===== src/rtl/soc_addr_router_if.sv =====
// Core-side request/response bus of the address router.
//
// Signals:
//   req_valid / req_ready  request handshake (accepted when both are high)
//   req_addr               request address
//   req_we                 1 = write, 0 = read
//   req_wdata / req_be     write data and byte enables
//   rsp_valid              single-cycle response strobe (no backpressure)
//   rsp_rdata / rsp_err    read data and error flag, zero when rsp_valid is low
//
// Modports:
//   master  the core / bus adapter that issues requests
//   slave   the router that accepts them and returns responses
interface soc_addr_router_if #(
  parameter int unsigned AddrWidth = 64,
  parameter int unsigned DataWidth = 64
);
  localparam int unsigned BeWidth = DataWidth / 8;

  logic                 req_valid;
  logic                 req_ready;
  logic [AddrWidth-1:0] req_addr;
  logic                 req_we;
  logic [DataWidth-1:0] req_wdata;
  logic [BeWidth-1:0]   req_be;

  logic                 rsp_valid;
  logic [DataWidth-1:0] rsp_rdata;
  logic                 rsp_err;

  modport master (
    output req_valid, req_addr, req_we, req_wdata, req_be,
    input  req_ready, rsp_valid, rsp_rdata, rsp_err
  );

  modport slave (
    input  req_valid, req_addr, req_we, req_wdata, req_be,
    output req_ready, rsp_valid, rsp_rdata, rsp_err
  );
endinterface


===== src/rtl/soc_addr_router.sv =====
// Parameter-driven address-map router: one core-side request port fanned out
// to NrSlaves downstream ports. Rule i maps to port i; addresses matching no
// enabled rule are answered by an internal decode-error responder.
// Outstanding transactions are tracked so responses return in order: a new
// target is only selected once every transaction to the previous one has
// completed.
//
// Ports:
//   clk_i, rst_ni      clock, asynchronous active-low reset
//   rule_en_i          per-rule enable, a disabled rule never matches
//   core               core-side request/response bus (slave modport)
//   mst_req_valid_o    per-port request valid (one-hot or zero)
//   mst_req_ready_i    per-port request ready
//   mst_req_addr_o, mst_req_we_o, mst_req_wdata_o, mst_req_be_o
//                      request fields broadcast to all ports
//   mst_rsp_valid_i    per-port response valid
//   mst_rsp_rdata_i    per-port read data, port i at [i*DataWidth +: DataWidth]
//   mst_rsp_err_i      per-port error flag
//   decerr_cnt_o       saturating count of decode errors
module soc_addr_router #(
  parameter int unsigned NrSlaves  = 5,
  parameter int unsigned AddrWidth = 64,
  parameter int unsigned DataWidth = 64,
  parameter int unsigned MaxTrans  = 4,
  // Index 0 is the rightmost element: DRAM, PERIP, UART, CLINT, Debug.
  parameter logic [NrSlaves-1:0][AddrWidth-1:0] RuleBase = {
    64'h0000_0000_0000_0000,  // Debug
    64'h0000_0000_0200_0000,  // CLINT
    64'h0000_0000_1000_0000,  // UART
    64'h0000_0000_4000_0000,  // PERIP
    64'h0000_0000_8000_0000   // DRAM
  },
  parameter logic [NrSlaves-1:0][AddrWidth-1:0] RuleLength = {
    64'h0000_0000_0000_1000,  // Debug
    64'h0000_0000_000C_0000,  // CLINT
    64'h0000_0000_0000_1000,  // UART
    64'h0000_0000_2000_0000,  // PERIP
    64'h0000_0000_4000_0000   // DRAM
  },
  parameter logic [63:0] ErrRdata = 64'hBADC_AB1E_BADC_AB1E,
  localparam int unsigned BeWidth = DataWidth / 8
) (
  input  logic                            clk_i,
  input  logic                            rst_ni,
  input  logic [NrSlaves-1:0]             rule_en_i,
  soc_addr_router_if.slave                core,
  output logic [NrSlaves-1:0]             mst_req_valid_o,
  input  logic [NrSlaves-1:0]             mst_req_ready_i,
  output logic [AddrWidth-1:0]            mst_req_addr_o,
  output logic                            mst_req_we_o,
  output logic [DataWidth-1:0]            mst_req_wdata_o,
  output logic [BeWidth-1:0]              mst_req_be_o,
  input  logic [NrSlaves-1:0]             mst_rsp_valid_i,
  input  logic [NrSlaves*DataWidth-1:0]   mst_rsp_rdata_i,
  input  logic [NrSlaves-1:0]             mst_rsp_err_i,
  output logic [15:0]                     decerr_cnt_o
);

  localparam int unsigned TgtW = $clog2(NrSlaves + 1);
  localparam int unsigned CntW = $clog2(MaxTrans + 1);

  typedef logic [TgtW-1:0] tgt_t;
  typedef logic [CntW-1:0] cnt_t;

  // The decode-error responder is addressed as one extra target past the
  // last real port.
  localparam tgt_t ErrTgt   = tgt_t'(NrSlaves);
  localparam cnt_t CntMax   = cnt_t'(MaxTrans);
  localparam logic [DataWidth-1:0] ErrData = DataWidth'(ErrRdata);

  function automatic logic [15:0] sat_inc16(input logic [15:0] val);
    return (val == 16'hFFFF) ? val : val + 16'd1;
  endfunction

  cnt_t        cnt_q, cnt_d;
  cnt_t        err_pend_q, err_pend_d;
  tgt_t        tgt_q, tgt_d;
  logic [15:0] decerr_q, decerr_d;

  tgt_t                 dec_tgt;
  logic                 dec_is_err;
  logic                 tgt_rdy;
  logic                 fwd;
  logic                 accept;
  logic                 port_vld;
  logic [DataWidth-1:0] port_rdata;
  logic                 port_err;
  logic                 real_rsp;
  logic                 err_rsp;
  logic                 rsp_fire;

  // Address decode. The offset is compared against the length rather than
  // comparing against base+length, which would wrap for rules near the top
  // of the address space. Scanning downwards lets the lowest index win.
  always_comb begin
    dec_tgt = ErrTgt;
    for (int i = NrSlaves - 1; i >= 0; i--) begin
      if (rule_en_i[i] && (core.req_addr >= RuleBase[i]) &&
          ((core.req_addr - RuleBase[i]) < RuleLength[i])) begin
        dec_tgt = tgt_t'(i);
      end
    end
  end

  assign dec_is_err = (dec_tgt == ErrTgt);

  // The error responder always accepts; real ports use their own ready.
  always_comb begin
    tgt_rdy = dec_is_err;
    for (int i = 0; i < NrSlaves; i++) begin
      if (dec_tgt == tgt_t'(i)) tgt_rdy = mst_req_ready_i[i];
    end
  end

  // A request may go out only while there is a free slot and it does not
  // switch targets with transactions still outstanding; otherwise responses
  // from two ports could overtake each other.
  assign fwd    = rst_ni && core.req_valid && (cnt_q < CntMax) &&
                  ((cnt_q == '0) || (dec_tgt == tgt_q));
  assign accept = fwd && tgt_rdy;

  assign core.req_ready = accept;

  always_comb begin
    mst_req_valid_o = '0;
    for (int i = 0; i < NrSlaves; i++) begin
      if (dec_tgt == tgt_t'(i)) mst_req_valid_o[i] = fwd;
    end
  end

  assign mst_req_addr_o  = rst_ni ? core.req_addr  : '0;
  assign mst_req_we_o    = rst_ni ? core.req_we    : 1'b0;
  assign mst_req_wdata_o = rst_ni ? core.req_wdata : '0;
  assign mst_req_be_o    = rst_ni ? core.req_be    : '0;

  // Only the port currently owning the outstanding transactions is listened
  // to; anything else on the response inputs is dropped.
  always_comb begin
    port_vld   = 1'b0;
    port_rdata = '0;
    port_err   = 1'b0;
    for (int i = 0; i < NrSlaves; i++) begin
      if (tgt_q == tgt_t'(i)) begin
        port_vld   = mst_rsp_valid_i[i];
        port_rdata = mst_rsp_rdata_i[i*DataWidth +: DataWidth];
        port_err   = mst_rsp_err_i[i];
      end
    end
  end

  assign real_rsp = (cnt_q != '0) && (tgt_q != ErrTgt) && port_vld;
  // Error responses come from registered state, so the first one appears
  // the cycle after the failing request was accepted.
  assign err_rsp  = (tgt_q == ErrTgt) && (err_pend_q != '0);
  assign rsp_fire = real_rsp || err_rsp;

  assign core.rsp_valid = rsp_fire;
  assign core.rsp_rdata = real_rsp ? port_rdata : (err_rsp ? ErrData : '0);
  assign core.rsp_err   = real_rsp ? port_err   : err_rsp;

  // A slot freed by a response in the same cycle as an accept cancels out.
  always_comb begin
    cnt_d = cnt_q;
    case ({accept, rsp_fire})
      2'b10:   cnt_d = cnt_q + cnt_t'(1);
      2'b01:   cnt_d = cnt_q - cnt_t'(1);
      default: cnt_d = cnt_q;
    endcase
  end

  always_comb begin
    err_pend_d = err_pend_q;
    case ({accept && dec_is_err, err_rsp})
      2'b10:   err_pend_d = err_pend_q + cnt_t'(1);
      2'b01:   err_pend_d = err_pend_q - cnt_t'(1);
      default: err_pend_d = err_pend_q;
    endcase
  end

  assign tgt_d    = accept ? dec_tgt : tgt_q;
  assign decerr_d = (accept && dec_is_err) ? sat_inc16(decerr_q) : decerr_q;

  always_ff @(posedge clk_i or negedge rst_ni) begin
    if (!rst_ni) begin
      cnt_q      <= '0;
      err_pend_q <= '0;
      tgt_q      <= '0;
      decerr_q   <= '0;
    end else begin
      cnt_q      <= cnt_d;
      err_pend_q <= err_pend_d;
      tgt_q      <= tgt_d;
      decerr_q   <= decerr_d;
    end
  end

  assign decerr_cnt_o = decerr_q;

endmodule

===== src/flat_wrapper.sv =====
// flat-port wrapper written by rule: the top's interface ports become plain ports
module soc_addr_router_flat 
#(
  parameter int unsigned NrSlaves  = 5,
  parameter int unsigned AddrWidth = 64,
  parameter int unsigned DataWidth = 64,
  parameter int unsigned MaxTrans  = 4,
                                                                       
  parameter logic [NrSlaves-1:0][AddrWidth-1:0] RuleBase = {
    64'h0000_0000_0000_0000,          
    64'h0000_0000_0200_0000,          
    64'h0000_0000_1000_0000,         
    64'h0000_0000_4000_0000,          
    64'h0000_0000_8000_0000          
  },
  parameter logic [NrSlaves-1:0][AddrWidth-1:0] RuleLength = {
    64'h0000_0000_0000_1000,          
    64'h0000_0000_000C_0000,          
    64'h0000_0000_0000_1000,         
    64'h0000_0000_2000_0000,          
    64'h0000_0000_4000_0000          
  },
  parameter logic [63:0] ErrRdata = 64'hBADC_AB1E_BADC_AB1E,
  localparam int unsigned BeWidth = DataWidth / 8
)
  (clk_i, rst_ni, rule_en_i, mst_req_valid_o, mst_req_ready_i, mst_req_addr_o, mst_req_we_o, mst_req_wdata_o, mst_req_be_o, mst_rsp_valid_i, mst_rsp_rdata_i, mst_rsp_err_i, decerr_cnt_o, core_req_valid, core_req_addr, core_req_we, core_req_wdata, core_req_be, core_req_ready, core_rsp_valid, core_rsp_rdata, core_rsp_err);
  soc_addr_router_if #(.AddrWidth(AddrWidth), .DataWidth(DataWidth)) core_i ();
  input  logic clk_i;
  input  logic rst_ni;
  input  logic [NrSlaves-1:0] rule_en_i;
  output logic [NrSlaves-1:0] mst_req_valid_o;
  input  logic [NrSlaves-1:0] mst_req_ready_i;
  output logic [AddrWidth-1:0] mst_req_addr_o;
  output logic mst_req_we_o;
  output logic [DataWidth-1:0] mst_req_wdata_o;
  output logic [BeWidth-1:0] mst_req_be_o;
  input  logic [NrSlaves-1:0] mst_rsp_valid_i;
  input  logic [NrSlaves*DataWidth-1:0] mst_rsp_rdata_i;
  input  logic [NrSlaves-1:0] mst_rsp_err_i;
  output logic [15:0] decerr_cnt_o;
  input wire logic [$bits(core_i.req_valid)-1:0] core_req_valid;
  input wire logic [$bits(core_i.req_addr)-1:0] core_req_addr;
  input wire logic [$bits(core_i.req_we)-1:0] core_req_we;
  input wire logic [$bits(core_i.req_wdata)-1:0] core_req_wdata;
  input wire logic [$bits(core_i.req_be)-1:0] core_req_be;
  output wire logic [$bits(core_i.req_ready)-1:0] core_req_ready;
  output wire logic [$bits(core_i.rsp_valid)-1:0] core_rsp_valid;
  output wire logic [$bits(core_i.rsp_rdata)-1:0] core_rsp_rdata;
  output wire logic [$bits(core_i.rsp_err)-1:0] core_rsp_err;
  assign core_i.req_valid = core_req_valid;
  assign core_i.req_addr = core_req_addr;
  assign core_i.req_we = core_req_we;
  assign core_i.req_wdata = core_req_wdata;
  assign core_i.req_be = core_req_be;
  assign core_req_ready = core_i.req_ready;
  assign core_rsp_valid = core_i.rsp_valid;
  assign core_rsp_rdata = core_i.rsp_rdata;
  assign core_rsp_err = core_i.rsp_err;
  soc_addr_router #(.NrSlaves(NrSlaves), .AddrWidth(AddrWidth), .DataWidth(DataWidth), .MaxTrans(MaxTrans), .RuleBase(RuleBase), .RuleLength(RuleLength), .ErrRdata(ErrRdata)) u_core (.clk_i(clk_i), .rst_ni(rst_ni), .rule_en_i(rule_en_i), .core(core_i), .mst_req_valid_o(mst_req_valid_o), .mst_req_ready_i(mst_req_ready_i), .mst_req_addr_o(mst_req_addr_o), .mst_req_we_o(mst_req_we_o), .mst_req_wdata_o(mst_req_wdata_o), .mst_req_be_o(mst_req_be_o), .mst_rsp_valid_i(mst_rsp_valid_i), .mst_rsp_rdata_i(mst_rsp_rdata_i), .mst_rsp_err_i(mst_rsp_err_i), .decerr_cnt_o(decerr_cnt_o));
endmodule

===== config.mk =====
export PLATFORM = sky130hd
export DESIGN_NAME = soc_addr_router_flat
export DESIGN_NICKNAME = d
export VERILOG_FILES = /design/src/rtl/soc_addr_router_if.sv /design/src/rtl/soc_addr_router.sv /design/src/flat_wrapper.sv
export SDC_FILE = /design/constraint.sdc
export NUM_CORES = 1
export LEC_CHECK = 0
export CAP_MARGIN = 20
export CELL_PAD_IN_SITES_DETAIL_PLACEMENT = 0
export CELL_PAD_IN_SITES_GLOBAL_PLACEMENT = 2
export CORE_AREA = 2 2 276 278
export CTS_CLUSTER_DIAMETER = 150
export DETAILED_ROUTE_END_ITERATION = 10
export DIE_AREA = 0 0 278 280
export PLACE_DENSITY = 0.7
export SYNTH_ARGS = -nofsm -noshare
export SYNTH_HDL_FRONTEND = slang
export SYNTH_SLANG_ARGS = --single-unit
export TNS_END_PERCENT = 10

===== constraint.sdc =====
create_clock -name clk_i -period 7.2 [get_ports clk_i]
set_input_delay 0.72 -clock clk_i [delete_from_list [all_inputs] [get_ports clk_i]]
set_output_delay 0.72 -clock clk_i [all_outputs]
set_load 0.01 [all_outputs]

# Yosys cells after proc, flatten, opt, wreduce, memory -nomap -nowiden
# Index checks and enable logic that the tools add are counted.
dict set report totals {
  output_inout_bits 225
  elab_cells 109
  reg_bits 25
}
dict set report classes {
  n_eq_ne 17
  bitwise 1
  n_addsub 9
  reduce_logical 28
  n_lt_le_gt_ge 11
  mux 39
}
# operator n
set ops {}
lappend ops {{2-to-1 mux 64 bit} 9}
lappend ops {{< comparator 64 x 13 -> 1 bit, second input constant} 2}
lappend ops {{>= comparator 64 x 1 -> 1 bit, second input constant} 1}
lappend ops {{>= comparator 64 x 26 -> 1 bit, second input constant} 1}
lappend ops {{>= comparator 64 x 29 -> 1 bit, second input constant} 1}
lappend ops {{>= comparator 64 x 31 -> 1 bit, second input constant} 1}
lappend ops {{>= comparator 64 x 32 -> 1 bit, second input constant} 1}
lappend ops {{< comparator 64 x 20 -> 1 bit, second input constant} 1}
lappend ops {{< comparator 64 x 30 -> 1 bit, second input constant} 1}
lappend ops {{< comparator 64 x 31 -> 1 bit, second input constant} 1}
lappend ops {{subtractor 64 x 26 -> 64 bit, second input constant} 1}
lappend ops {{subtractor 64 x 29 -> 64 bit, second input constant} 1}
lappend ops {{subtractor 64 x 31 -> 64 bit, second input constant} 1}
lappend ops {{subtractor 64 x 32 -> 64 bit, second input constant} 1}
lappend ops {{2-to-1 mux 1 bit} 23}
lappend ops {{logical AND 1 bit} 18}
lappend ops {{adder 16 x 1 -> 16 bit, second input constant} 1}
lappend ops {{equality test 16 bit, second input constant} 1}
lappend ops {{equality test 3 x 2 -> 1 bit, second input constant} 4}
lappend ops {{equality test 3 bit, second input constant} 4}
lappend ops {{2-to-1 mux 3 bit} 4}
lappend ops {{one-hot mux 3 bit (2 select lines)} 2}
lappend ops {{zero test 3 bit} 3}
lappend ops {{2-to-1 mux 8 bit} 1}
lappend ops {{other kinds (13)} 21}

# Depth between registers and ports, before layout
# Gate-level depths: netlist (run 1).
dict set report depth {
  ltp_word 18
  mapped_depth 21
  mapped_depth_nobuf 18
}

# Worst setup path after synthesis (run 1)
# No wires, ideal clock.
dict set report synth_timing {
  path_type {input -> register}
  start {in core_req_addr[31]}
  end {reg u_core.err_pend_q[2]}
  t_required_ps 7075
  path_slack_ps 1488
  arrival_time_ps 5587
  path_stages 21
  n_path_buf 3
  cell_sequence {clkbuf_1 -> inv_1 -> ha_1 -> or3b_2 -> clkbuf_1 -> or4_1 -> buf_2 -> o41ai_4 -> nand4_2 -> a2111oi_2 -> nand4_2 -> or3b_1 -> a311oi_4 -> o211ai_4 -> or3_1 -> ha_1 -> inv_1 -> fa_1 -> xor2_1 -> nor2_1 -> xor2_1}
}
dict set report synth_between {
  elab_chain_len 18
  elab_cells_between_ends 49
  classes_between {add/sub (4); order compare (10); eq/ne (8); mux (11); reduce/logical (16)}
}
# element line
set synth_lines {}
lappend synth_lines {{from (decl)} flat_wrapper.sv:42} ;# input wire logic [$bits(core_i.req_addr)-1:0] core_req_addr;
lappend synth_lines {{branches (longest 7 deep; another with subtractor 64 x 26 -> 64 bit)} n/a}
lappend synth_lines {{2-to-1 mux 3 bit *} soc_addr_router.sv:98} ;# if (rule_en_i[i] && (core.req_addr >= RuleBase[i]) &&
lappend synth_lines {{equality test 3 bit / zero test 3 bit (equally long branches)} {soc_addr_router.sv:105, soc_addr_router.sv:111}}
lappend synth_lines {{2-to-1 mux 1 bit (5 in a row)} soc_addr_router.sv:111} ;# if (dec_tgt == tgt_t'(i)) tgt_rdy = mst_req_ready_i[i];
lappend synth_lines {{logical AND 1 bit} soc_addr_router.sv:120} ;# assign accept = fwd && tgt_rdy;
lappend synth_lines {{logical AND 1 bit *} soc_addr_router.sv:173} ;# case ({accept && dec_is_err, err_rsp})
lappend synth_lines {{equality test 2 x 1 -> 1 bit / equality test 2 bit (equally long branches)} soc_addr_router.sv:173}
lappend synth_lines {{one-hot mux 3 bit (2 select lines) / nonzero test 2 bit (equally long branches)} n/a}
lappend synth_lines {{to (signal assigned)} soc_addr_router.sv:191} ;# err_pend_q <= err_pend_d;
lappend synth_lines {{to (decl)} soc_addr_router.sv:76} ;# cnt_t err_pend_q, err_pend_d;
# Every way passes the cells marked *.
# A chain may end at the register's enable or synchronous reset.

# Worst setup path after layout (run 1)
dict set report layout_timing {
  start {in core_req_addr[40]}
  end {out core_req_ready}
}
dict set report layout_between {
  elab_chain_len 15
  elab_cells_between_ends 44
  classes_between {add/sub (4); order compare (10); eq/ne (6); mux (10); reduce/logical (14)}
}
# element line
set layout_lines {}
lappend layout_lines {{branches (longest 7 deep; another with subtractor 64 x 26 -> 64 bit)} n/a}
lappend layout_lines {{2-to-1 mux 3 bit *} soc_addr_router.sv:98}
lappend layout_lines {{equality test 3 bit / zero test 3 bit (equally long branches)} {soc_addr_router.sv:105, soc_addr_router.sv:111}}
lappend layout_lines {{2-to-1 mux 1 bit (5 in a row)} soc_addr_router.sv:111}
lappend layout_lines {{logical AND 1 bit *} soc_addr_router.sv:120}
lappend layout_lines {{to (decl)} flat_wrapper.sv:46} ;# output wire logic [$bits(core_i.req_ready)-1:0] core_req_ready;
# Marks and branches as above.

==> results of run 1 <==
==> cell type report <==
type	instances	share of cell area (%)
antenna	11	0.178
clock buffer	4	0.510
inverter	18	0.437
multi-input combinational	743	38.3
sequential	25	4.10
tap	978	7.92
timing repair buffer	762	48.5
==> how the worst min path moves through the flow <==
stage,startpoint,endpoint,slack [ps],depth (start not counted)
6_report,rst_ni,u_core.decerr_cnt_o[0],460,1
5_1_grt,rst_ni,u_core.err_pend_q[0],490,1
4_1_cts,rst_ni,u_core.err_pend_q[0],480,1
3_5_place_dp,u_core.err_pend_q[2],u_core.err_pend_q[2],480,1
3_3_place_gp,u_core.err_pend_q[2],u_core.err_pend_q[2],470,1
2_1_floorplan,rst_ni,u_core.cnt_q[0],420,0
==> power breakdown <==
part	switching, W	internal [W]
combinational	0.000482	0.000636
sequential	0.0000327	0.000174
clock	0.0000520	0.0000759
total	0.000567	0.000886
==> cells in the mapped netlist (all sizes together) (7+ instances only) <==
cell    instances  area [um^2]
a21oi           8         40.0
a22oi          66          495
and2          145          907
and3           16          100
and4            7         61.3
buf            14         66.3
clkbuf         77          289
dfrtp          25          626
inv            17         63.8
mux2i           7         70.1
mux4           66         1490
nand2          28          105
nand3          28          140
nand4          31          206
nor2           56          210
nor3           36          180
nor4           34          225
nor4b           8         70.1
o21ai          56          280
o31ai           8         60.1
or3             8         50.1
or4            13         97.6
xnor2          29          254
xor2           18          158
==> state kept, by name, indices dropped and copies added, names as in the netlist <==
register,count
u_core.decerr_cnt_o,16
u_core.cnt_q,3
u_core.err_pend_q,3
u_core.tgt_q,3
==> logic make-up (layout without fill, tap and decap cells) <==
| kind of cell | Yosys count | after routing | share of synthesized area [%] |
|---|---|---|---|
| flip-flops | 25 | 25 | 8.98 |
| multiplexers | 75 | 75 | 22.7 |
| XOR/XNOR | 47 | 47 | 5.91 |
| AND/OR/NAND/NOR | 434 | 434 | 36.4 |
| adder cells (fa/ha/maj) | 8 | 8 | 1.65 |
| buffers and inverters | 109 | 784 | 6.07 |
| other | 0 | 11 | 0 |
| AO/OA/AOI/OAI | 179 | 179 | 18.3 |
==> through the flow <==
step / util (%) / total power (W) / std cells / instance area, um^2 / hold WS (ps)
floorplan: - / 0.000587 / 877 / 6960 / 424
detailed placement: 20.4 / 0.00132 / 2525 / 15300 / 481
global route: 20.5 / 0.00153 / 2536 / 15400 / 490
global placement: 20.4 / 0.00131 / 2525 / 15300 / 467
CTS: 20.5 / 0.00146 / 2529 / 15400 / 475
finish: 20.5 / 0.00145 / 2541 / 15400 / 455
==> layer usage <==
metal | global-route usage (%) | vias to the layer above | part of all wire (%)
met5 | 0 | - | 0.20
met3 | 3.59 | 80 | 7.6
met2 | 25.8 | 581 | 47
li1 | - | 4735 | -
met4 | 2.67 | 20 | 2.0
met1 | 21.0 | 5183 | 43
==> cell usage in the layout (no fill, tap or decap), drive strengths merged, types with 18 or more instances in the layout <==
| cell | n |
|---|---|
| a22oi | 66 |
| and2 | 145 |
| buf | 59 |
| clkdlybuf4s50 | 703 |
| dfrtp | 25 |
| inv | 18 |
| mux4 | 66 |
| nand2 | 28 |
| nand3 | 28 |
| nand4 | 31 |
| nor2 | 56 |
| nor3 | 36 |
| nor4 | 34 |
| o21ai | 56 |
| xnor2 | 29 |
| xor2 | 18 |
==> impl_metrics.env, run 1 <==
export IMPL_port_buffers=704
export IMPL_status="finished clean"
export IMPL_fp_dieW_um=278
export IMPL_yosysWarnings=0
export IMPL_gp_congestion=0.924
export IMPL_synth_edf_count=0
export IMPL_start_util_pct=9.26
export IMPL_yosysSeqAreaShare_pct=8.98
export IMPL_timing_fmax_mhz=150
export IMPL_cts_resized_gates=0
export IMPL_leakagePower_nw=5.06
export IMPL_critPathSlowestCell="nor4_1"
export IMPL_path_cells="clkdlybuf4s50_1, nor4_1, nand3_1, nor3_1, a41oi_1, nor4_1, nand3_1, o221a_2, a311oi_4, buf_4, o211ai_4, inv_1, clkdlybuf4s50_1"
export IMPL_reg2reg_to="u_core.err_pend_q[2]"
export IMPL_path_max_fanout=16
export IMPL_finClkSkew_ps=8.12
export IMPL_worstMarginPinSlew_ps=1060
export IMPL_wl_per_cell_um=25.7
export IMPL_cp_endpoint="core_req_ready"
export IMPL_arrival_ps=5950
export IMPL_end_kind="output port"
export IMPL_async_flop_share_pct=100
export IMPL_grt_pass1_wl_um=87200
export IMPL_drt_wl_total_um=65200
export IMPL_totalNegativeSetupSlack_ps=0
export IMPL_relSlewSlack_pct=28.3
export IMPL_seq_area_um2=633
export IMPL_start_kind="primary input"
export IMPL_core_um2=75200
export IMPL_layout_drive_gt1_share_pct=9.47
export IMPL_dp_slack_ps=579
export IMPL_hold_viol=0
export IMPL_syn_num_nets=1365
export IMPL_r2r_start="u_core.tgt_q[0]"
export IMPL_finalCritPeriodShare_pct=92.7
export IMPL_clock_latency_ps=270
export IMPL_rsz0062_at_grt="no"
export IMPL_dp_hpwl_um=55300
export IMPL_syn2layout_area_growth_pct=122
export IMPL_clockRootBuffer="clkbuf_16"
export IMPL_cts_hold_buffers_added=0
export IMPL_synth_cell_types=69
export IMPL_crit_cells=13
export IMPL_antenna_found_initial=31
export IMPL_syn_inst=877
export IMPL_viasPerCell=4.17
export IMPL_critical_path_top_delay_family="simple AND/OR/NAND/NOR gates"
export IMPL_multi_input_area_um2=5920
export IMPL_critPathKind="primary input to output port"
export IMPL_syn_avg_cell_area_um2=7.94
export IMPL_min_path_type="primary input to async pin"
export IMPL_fin_nets=2041
export IMPL_grt_overflow_total=0
export IMPL_num_rows=101
export IMPL_ys_ff_latch=25
export IMPL_io_pins=705
export IMPL_cpPeakStageDelay_ps=810
export IMPL_grt_max_degree=114
export IMPL_critPathRequiredTime_ps=6480
export IMPL_path_buf_inv=4
export IMPL_reg2reg_depth=13
export IMPL_vias=10600
export IMPL_cts_buffers=3
export IMPL_drv_slew=0
export IMPL_die_area_um2=77800
export IMPL_postRouteAntennaNets=0
export IMPL_fin_ws_ps=526
export IMPL_crit_start="core_req_addr[40]"
export IMPL_setup_viol=0
export IMPL_grt_pass1_vias=10300
export IMPL_maxCapViolCount=0
export IMPL_netlist_area_um2=6960
export IMPL_drtIter0Drc=1005
export IMPL_fill_cells=8264
export IMPL_cts_path_max_buffers=2
export IMPL_vdd_drop_max_uv=83.4
export IMPL_cts_tree="built"
export IMPL_first_pass_iters=5
export IMPL_rrSetupSlack_ps=3560
export IMPL_grt_use_total_pct=15.6
export IMPL_cts_max_level=1
export IMPL_die_y_um=280
export IMPL_cts_sinks=25
export IMPL_clkTransAtPathRegs_ps=70
export IMPL_ys_flop_type="dfrtp_1"
export IMPL_drc=0
export IMPL_post_cts_buffers=0
export IMPL_finalCriticalPeriod_ps=6670
export IMPL_power_density_nw_per_um2=94.0
Power figures use the tool's default switching activity.
==> run 2: changes to the inputs <==
==> constraint.sdc (replaced) <==
create_clock -name clk_i -period 8.05 [get_ports clk_i]
set_input_delay 1.2075 -clock clk_i [delete_from_list [all_inputs] [get_ports clk_i]]
set_output_delay 1.2075 -clock clk_i [all_outputs]
set_load 0.01 [all_outputs]
==> impl_metrics.env, run 2 (synthesis gave the netlist of run 1 again) <==
export IMPL_maxCapViolCount=0
export IMPL_grt_pass1_vias=10400
export IMPL_final_common_cell="clkdlybuf4s50_1"
export IMPL_vdd_drop_max_uv=66.6
export IMPL_num_rows=101
export IMPL_start_kind="primary input"
export IMPL_layout_drive_gt1_share_pct=9.59
export IMPL_relSlewSlack_pct=28.9
export IMPL_clkTransAtPathRegs_ps=70
export IMPL_fill_cells=8263
export IMPL_worstMarginPinSlew_ps=1070
export IMPL_timing_fmax_mhz=129
export IMPL_rsz0062_at_grt="no"
export IMPL_min_path_type="flip-flop to flip-flop"
export IMPL_cts_max_level=1
export IMPL_drt_wl_total_um=64900
export IMPL_routed_top_layer="met5"
export IMPL_cts_tree="built"
export IMPL_finClkSkew_ps=7.87
export IMPL_route_met3_wl_um=5480
export IMPL_cts_buffers=3
export IMPL_fin_nets=2042
export IMPL_dp_hpwl_um=55300
export IMPL_final_cell_mix="clkdlybuf4s50_1 (703), and2_1 (143), mux4_2 (66), a22oi_1 (66), buf_4 (59)"
export IMPL_viasPerCell=4.16
export IMPL_fin_cells=2547
export IMPL_finalCriticalPeriod_ps=7770
export IMPL_dr_wl_met2_um=30300
export IMPL_start_util_pct=9.26
export IMPL_critPathKind="primary input to output port"
export IMPL_grt_overflow_total=0
export IMPL_postRouteAntennaNets=0
export IMPL_grt_max_degree=95
export IMPL_io_pins=705
export IMPL_drv_slew=0
export IMPL_setup_viol=0
export IMPL_grt_pass1_wl_um=86900
export IMPL_cts_hold_buffers_added=0
export IMPL_die_y_um=280
export IMPL_syn2layout_area_growth_pct=122
export IMPL_gp_congestion=0.922
export IMPL_fp_dieW_um=278
export IMPL_end_kind="output port"
export IMPL_arrival_ps=6560
export IMPL_hold_viol=0
export IMPL_numPlacedInstances=2526
export IMPL_die_area_um2=77800
export IMPL_cts_path_max_buffers=2
export IMPL_finalCritPeriodShare_pct=96.5
export IMPL_drc=0
export IMPL_status="finished clean"
export IMPL_first_pass_iters=5
export IMPL_totalNegativeSetupSlack_ps=0
export IMPL_critPathRequiredTime_ps=6840
export IMPL_clockRootBuffer="clkbuf_16"
export IMPL_largest_register_ffs=16
export IMPL_port_buffers=704
export IMPL_drtIter0Drc=808
export IMPL_wl_met1_um=27700
export IMPL_path_max_fanout=16
export IMPL_leakagePower_nw=5.05
export IMPL_power_density_nw_per_um2=83.1
export IMPL_core_um2=75200
export IMPL_clock_latency_ps=260
export IMPL_grt_use_total_pct=15.5
export IMPL_wl_per_cell_um=25.5
export IMPL_antenna_found_initial=42
export IMPL_vias=10600
export IMPL_cts_sinks=25
-- run 2: cell count changes in the layout (fill, tap and decap cells not counted) --
cell / previous run / this run
buf_1: 0 / 1
buf_16: 1 / 0
buf_4: 58 / 59
clkbuf_1: 1 / 0
clkinvlp_4: 0 / 1
diode_2: 11 / 16
nor4_1: 32 / 31
nor4_2: 2 / 3
-- run 2: layout make-up --
type / instances / area, um^2 / share of cell area [%]
diodes: 16 / 40.0 / 0.259
clock buffers: 3 / 75.1 / 0.486
clock inverters: 1 / 7.51 / 0.0486
inverters: 18 / 67.6 / 0.437
multi-input cells: 743 / 5930 / 38.3
flip-flops and latches: 25 / 633 / 4.10
well taps: 978 / 1220 / 7.92
repair buffers: 763 / 7480 / 48.4
-- run 2: where the power goes --
part / switching (W) / internal [W] / total [W] / leakage [nW]
sequential: 0.0000284 / 0.000156 / 0.000184 / 0.315
combinational: 0.000422 / 0.000565 / 0.000986 / 4.70
clock: 0.0000462 / 0.0000675 / 0.000114 / 0.0372
total: 0.000496 / 0.000788 / 0.00128 / 5.05
-- run 2: final timing paths --
kind	from	end	slack (ps)	depth (start not counted)
max in group asynchronous	rst_ni	u_core.tgt_q[0]	6540	1
min in group asynchronous	rst_ni	u_core.cnt_q[0]	1000	1
hold reg to reg	u_core.err_pend_q[2]	u_core.err_pend_q[2]	480	1
setup / recovery	core_req_addr[31]	core_req_ready	280	15
hold / removal	u_core.err_pend_q[2]	u_core.err_pend_q[2]	480	1
setup reg to reg	u_core.tgt_q[0]	u_core.err_pend_q[2]	4500	15
-- run 2: repair_timing --
action                     4_1_cts  5_1_grt
buffers inserted                 0        1
setup endpoints to repair        0        2
gates resized for setup          0        1
-- run 2: layer usage --
metal / global-route usage (%) / vias to the layer above
li1: - / 4749
met1: 20.3 / 5153
met2: 25.6 / 580
met3: 4.53 / 95
met4: 2.66 / 28
met5: 0.688 / -
-- run 2: through the flow --
step | area, um^2 | total power, W | setup WS, ps | util, % | hold slack, ps
after global routing | 15400 | 0.00135 | 50.7 | 20.5 | 508
after floorplan | 6960 | 0.000525 | 1600 | - | 443
after CTS | 15400 | 0.00129 | 339 | 20.5 | 477
after global placement | 15300 | 0.00116 | 298 | 20.4 | 459
final | 15500 | 0.00128 | 282 | 20.6 | 476
after detailed placement | 15300 | 0.00117 | 348 | 20.4 | 463
-- run 2: critical path, stage by stage --
cell and delay, ps:
clkdlybuf4s50_1 430, inv_1 120, ha_1 280, or3b_2 610, or4_1 780, o21ai_0 270, nand3_1 100, nor4_1 660
nand3_1 410, o221a_2 410, a311oi_4 210, buf_4 260, o211ai_4 150, inv_1 100, clkdlybuf4s50_1 550
==> run 3: changes to the inputs <==
--- a/config.mk
+++ b/config.mk
@@ -12,6 +12,8 @@
 export CTS_CLUSTER_DIAMETER = 150
 export DETAILED_ROUTE_END_ITERATION = 10
 export DIE_AREA = 0 0 278 280
+export GPL_ROUTABILITY_DRIVEN = 0
+export HOLD_SLACK_MARGIN = 0.05
 export PLACE_DENSITY = 0.7
 export SYNTH_ARGS = -nofsm -noshare
 export SYNTH_HDL_FRONTEND = slang
==> impl_metrics.env, run 3 (synthesis gave the netlist of run 1 again) <==
export IMPL_cts_path_max_buffers=2
export IMPL_fill_cells=8327
export IMPL_status="finished clean"
export IMPL_clkTransAtPathRegs_ps=70
export IMPL_vdd_drop_max_uv=74.6
export IMPL_fin_nets=2031
export IMPL_dp_hpwl_um=54000
export IMPL_port_buffers=704
export IMPL_layout_drive_gt1_share_pct=8.95
export IMPL_num_rows=101
export IMPL_pwr_share_comb_pct=76.8
export IMPL_path_buf_inv=3
export IMPL_worstMarginPinSlew_ps=1020
export IMPL_r2r_start="u_core.tgt_q[0]"
export IMPL_arrival_ps=6420
export IMPL_critPathKind="primary input to output port"
export IMPL_grt_pass1_vias=10300
export IMPL_largest_register_ffs=16
export IMPL_post_cts_buffers=0
export IMPL_fp_dieW_um=278
export IMPL_switching_power_w=0.000497
export IMPL_wl_per_cell_um=25.2
export IMPL_reg2reg_depth=11
export IMPL_grt_pass1_wl_um=84900
export IMPL_first_pass_iters=6
export IMPL_min_path_type="flip-flop to flip-flop"
export IMPL_power_internal_w=0.000785
export IMPL_p_sw_share_pct=38.8
export IMPL_min_path_cells=1
export IMPL_timing_fmax_mhz=131
export IMPL_hp_start="u_core.err_pend_q[2]"
export IMPL_clock_latency_ps=260
export IMPL_power_share_clock_pct=8.9
export IMPL_maxCapViolCount=0
export IMPL_cts_tree="built"
export IMPL_grt_max_degree=95
export IMPL_final_cell_mix="clkdlybuf4s50_1 (703), and2_1 (143), mux4_2 (66), a22oi_1 (66), nor2_1 (56)"
export IMPL_io_pins=705
export IMPL_drc=0
export IMPL_seqPwrFrac_pct=14.3
export IMPL_critPathSlowestCell="or4_1"
export IMPL_core_um2=75200
export IMPL_drv_slew=0
export IMPL_crit_cells=14
export IMPL_final_common_cell="clkdlybuf4s50_1"
export IMPL_cts_hold_buffers_added=0
export IMPL_hold_viol=0
export IMPL_die_area_um2=77800
export IMPL_rsz0062_at_grt="no"
export IMPL_drtIter0Drc=907
export IMPL_vias=10700
export IMPL_power_density_nw_per_um2=83.4
export IMPL_numPlacedInstances=2516
export IMPL_rrSetupSlack_ps=4360
export IMPL_fin_cells=2535
export IMPL_relSlewSlack_pct=31.8
export IMPL_finalCriticalPeriod_ps=7630
export IMPL_setup_viol=0
export IMPL_cpPeakStageDelay_ps=750
export IMPL_syn2layout_area_growth_pct=121
export IMPL_leakagePower_nw=5.01
export IMPL_grt_overflow_total=0
export IMPL_cts_max_level=1
export IMPL_viasPerCell=4.22
export IMPL_end_kind="output port"
export IMPL_critical_path_top_delay_family="simple AND/OR/NAND/NOR gates"
export IMPL_die_y_um=280
export IMPL_start_kind="primary input"
export IMPL_reg2reg_to="u_core.cnt_q[2]"
export IMPL_hold_path_end="u_core.err_pend_q[2]"
export IMPL_cts_buffers=3
export IMPL_grt_use_total_pct=15.2
export IMPL_cts_sinks=25
export IMPL_antenna_found_initial=33
export IMPL_path_cells="clkdlybuf4s50_1, inv_1, ha_1, or3b_2, or4_1, nor3_1, xor2_1, nor4b_1, nand4_1, nand4_1, xnor2_1, o21ai_1, nor2_1, clkdlybuf4s50_1"
export IMPL_finClkSkew_ps=1.26
export IMPL_postRouteAntennaNets=0
export IMPL_clockRootBuffer="clkbuf_16"
export IMPL_totalNegativeSetupSlack_ps=0
export IMPL_critPathRequiredTime_ps=6840
export IMPL_cts_resized_gates=0
export IMPL_start_util_pct=9.26
export IMPL_path_max_fanout=10
export IMPL_finalCritPeriodShare_pct=94.7
export IMPL_drt_wl_total_um=63800
==> run 3: power by group through the flow <==
stage | sequential (W) | combinational [W] | clock, W
4_1_cts | 0.000184 | 0.000986 | 0.000116
5_1_grt | 0.000188 | 0.00104 | 0.000122
3_3_place_gp | 0.000184 | 0.000972 | 0
3_5_place_dp | 0.000186 | 0.000979 | 0
2_1_floorplan | 0.000185 | 0.000340 | 0
6_report | 0.000183 | 0.000985 | 0.000114
==> run 3: cell type report <==
type | count | area (um^2) | area share [%]
clock buffers | 3 | 75.1 | 0.489
clock inverters | 1 | 5.00 | 0.0326
inverters | 18 | 67.6 | 0.440
well taps | 978 | 1220 | 7.96
diodes | 15 | 37.5 | 0.244
repair buffers | 752 | 7400 | 48.2
multi-input cells | 743 | 5920 | 38.5
flip-flops and latches | 25 | 633 | 4.12
==> run 3: worst register-to-register path, cell delays in order (launching register included) <==
cell	delay (ps)
dfrtp_4	710
nor3_2	230
buf_4	490
a22oi_1	280
or2_2	580
nand2_1	250
ha_1	210
inv_1	60
fa_1	370
xor2_1	150
nor2_1	130
xor2_1	160
==> run 3: layer usage <==
| layer | global-route usage (%) | vias up | wire length (um) |
|---|---|---|---|
| li1 | - | 4733 | - |
| met1 | 19.9 | 5229 | 26900 |
| met2 | 24.9 | 611 | 29400 |
| met3 | 3.76 | 100 | 5470 |
| met4 | 3.83 | 22 | 1860 |
| met5 | 0.750 | - | 149 |
==> run 3: worst max path at each step <==
stage	from	to	slack (ps)
floorplan	core_req_addr[31]	mst_req_valid_o[0]	1600
global placement	core_req_addr[31]	mst_req_valid_o[1]	500
detailed placement	core_req_addr[31]	mst_req_valid_o[1]	350
CTS	core_req_addr[31]	mst_req_valid_o[1]	350
global route	core_req_addr[31]	mst_req_valid_o[1]	120
finish	core_req_addr[31]	mst_req_valid_o[1]	420
==> run 3: per-stage QoR <==
| stage | area [um^2] | worst slack, ps | util (%) | power [W] | hold WS (ps) |
|---|---|---|---|---|---|
| 6_report | 15400 | 424 | 20.4 | 0.00128 | 495 |
| 3_5_place_dp | 15200 | 354 | 20.3 | 0.00116 | 490 |
| 2_1_floorplan | 6960 | 1600 | - | 0.000525 | 443 |
| 4_1_cts | 15300 | 354 | 20.4 | 0.00129 | 504 |
| 5_1_grt | 15400 | 117 | 20.4 | 0.00135 | 516 |
| 3_3_place_gp | 15200 | 501 | 20.3 | 0.00116 | 460 |
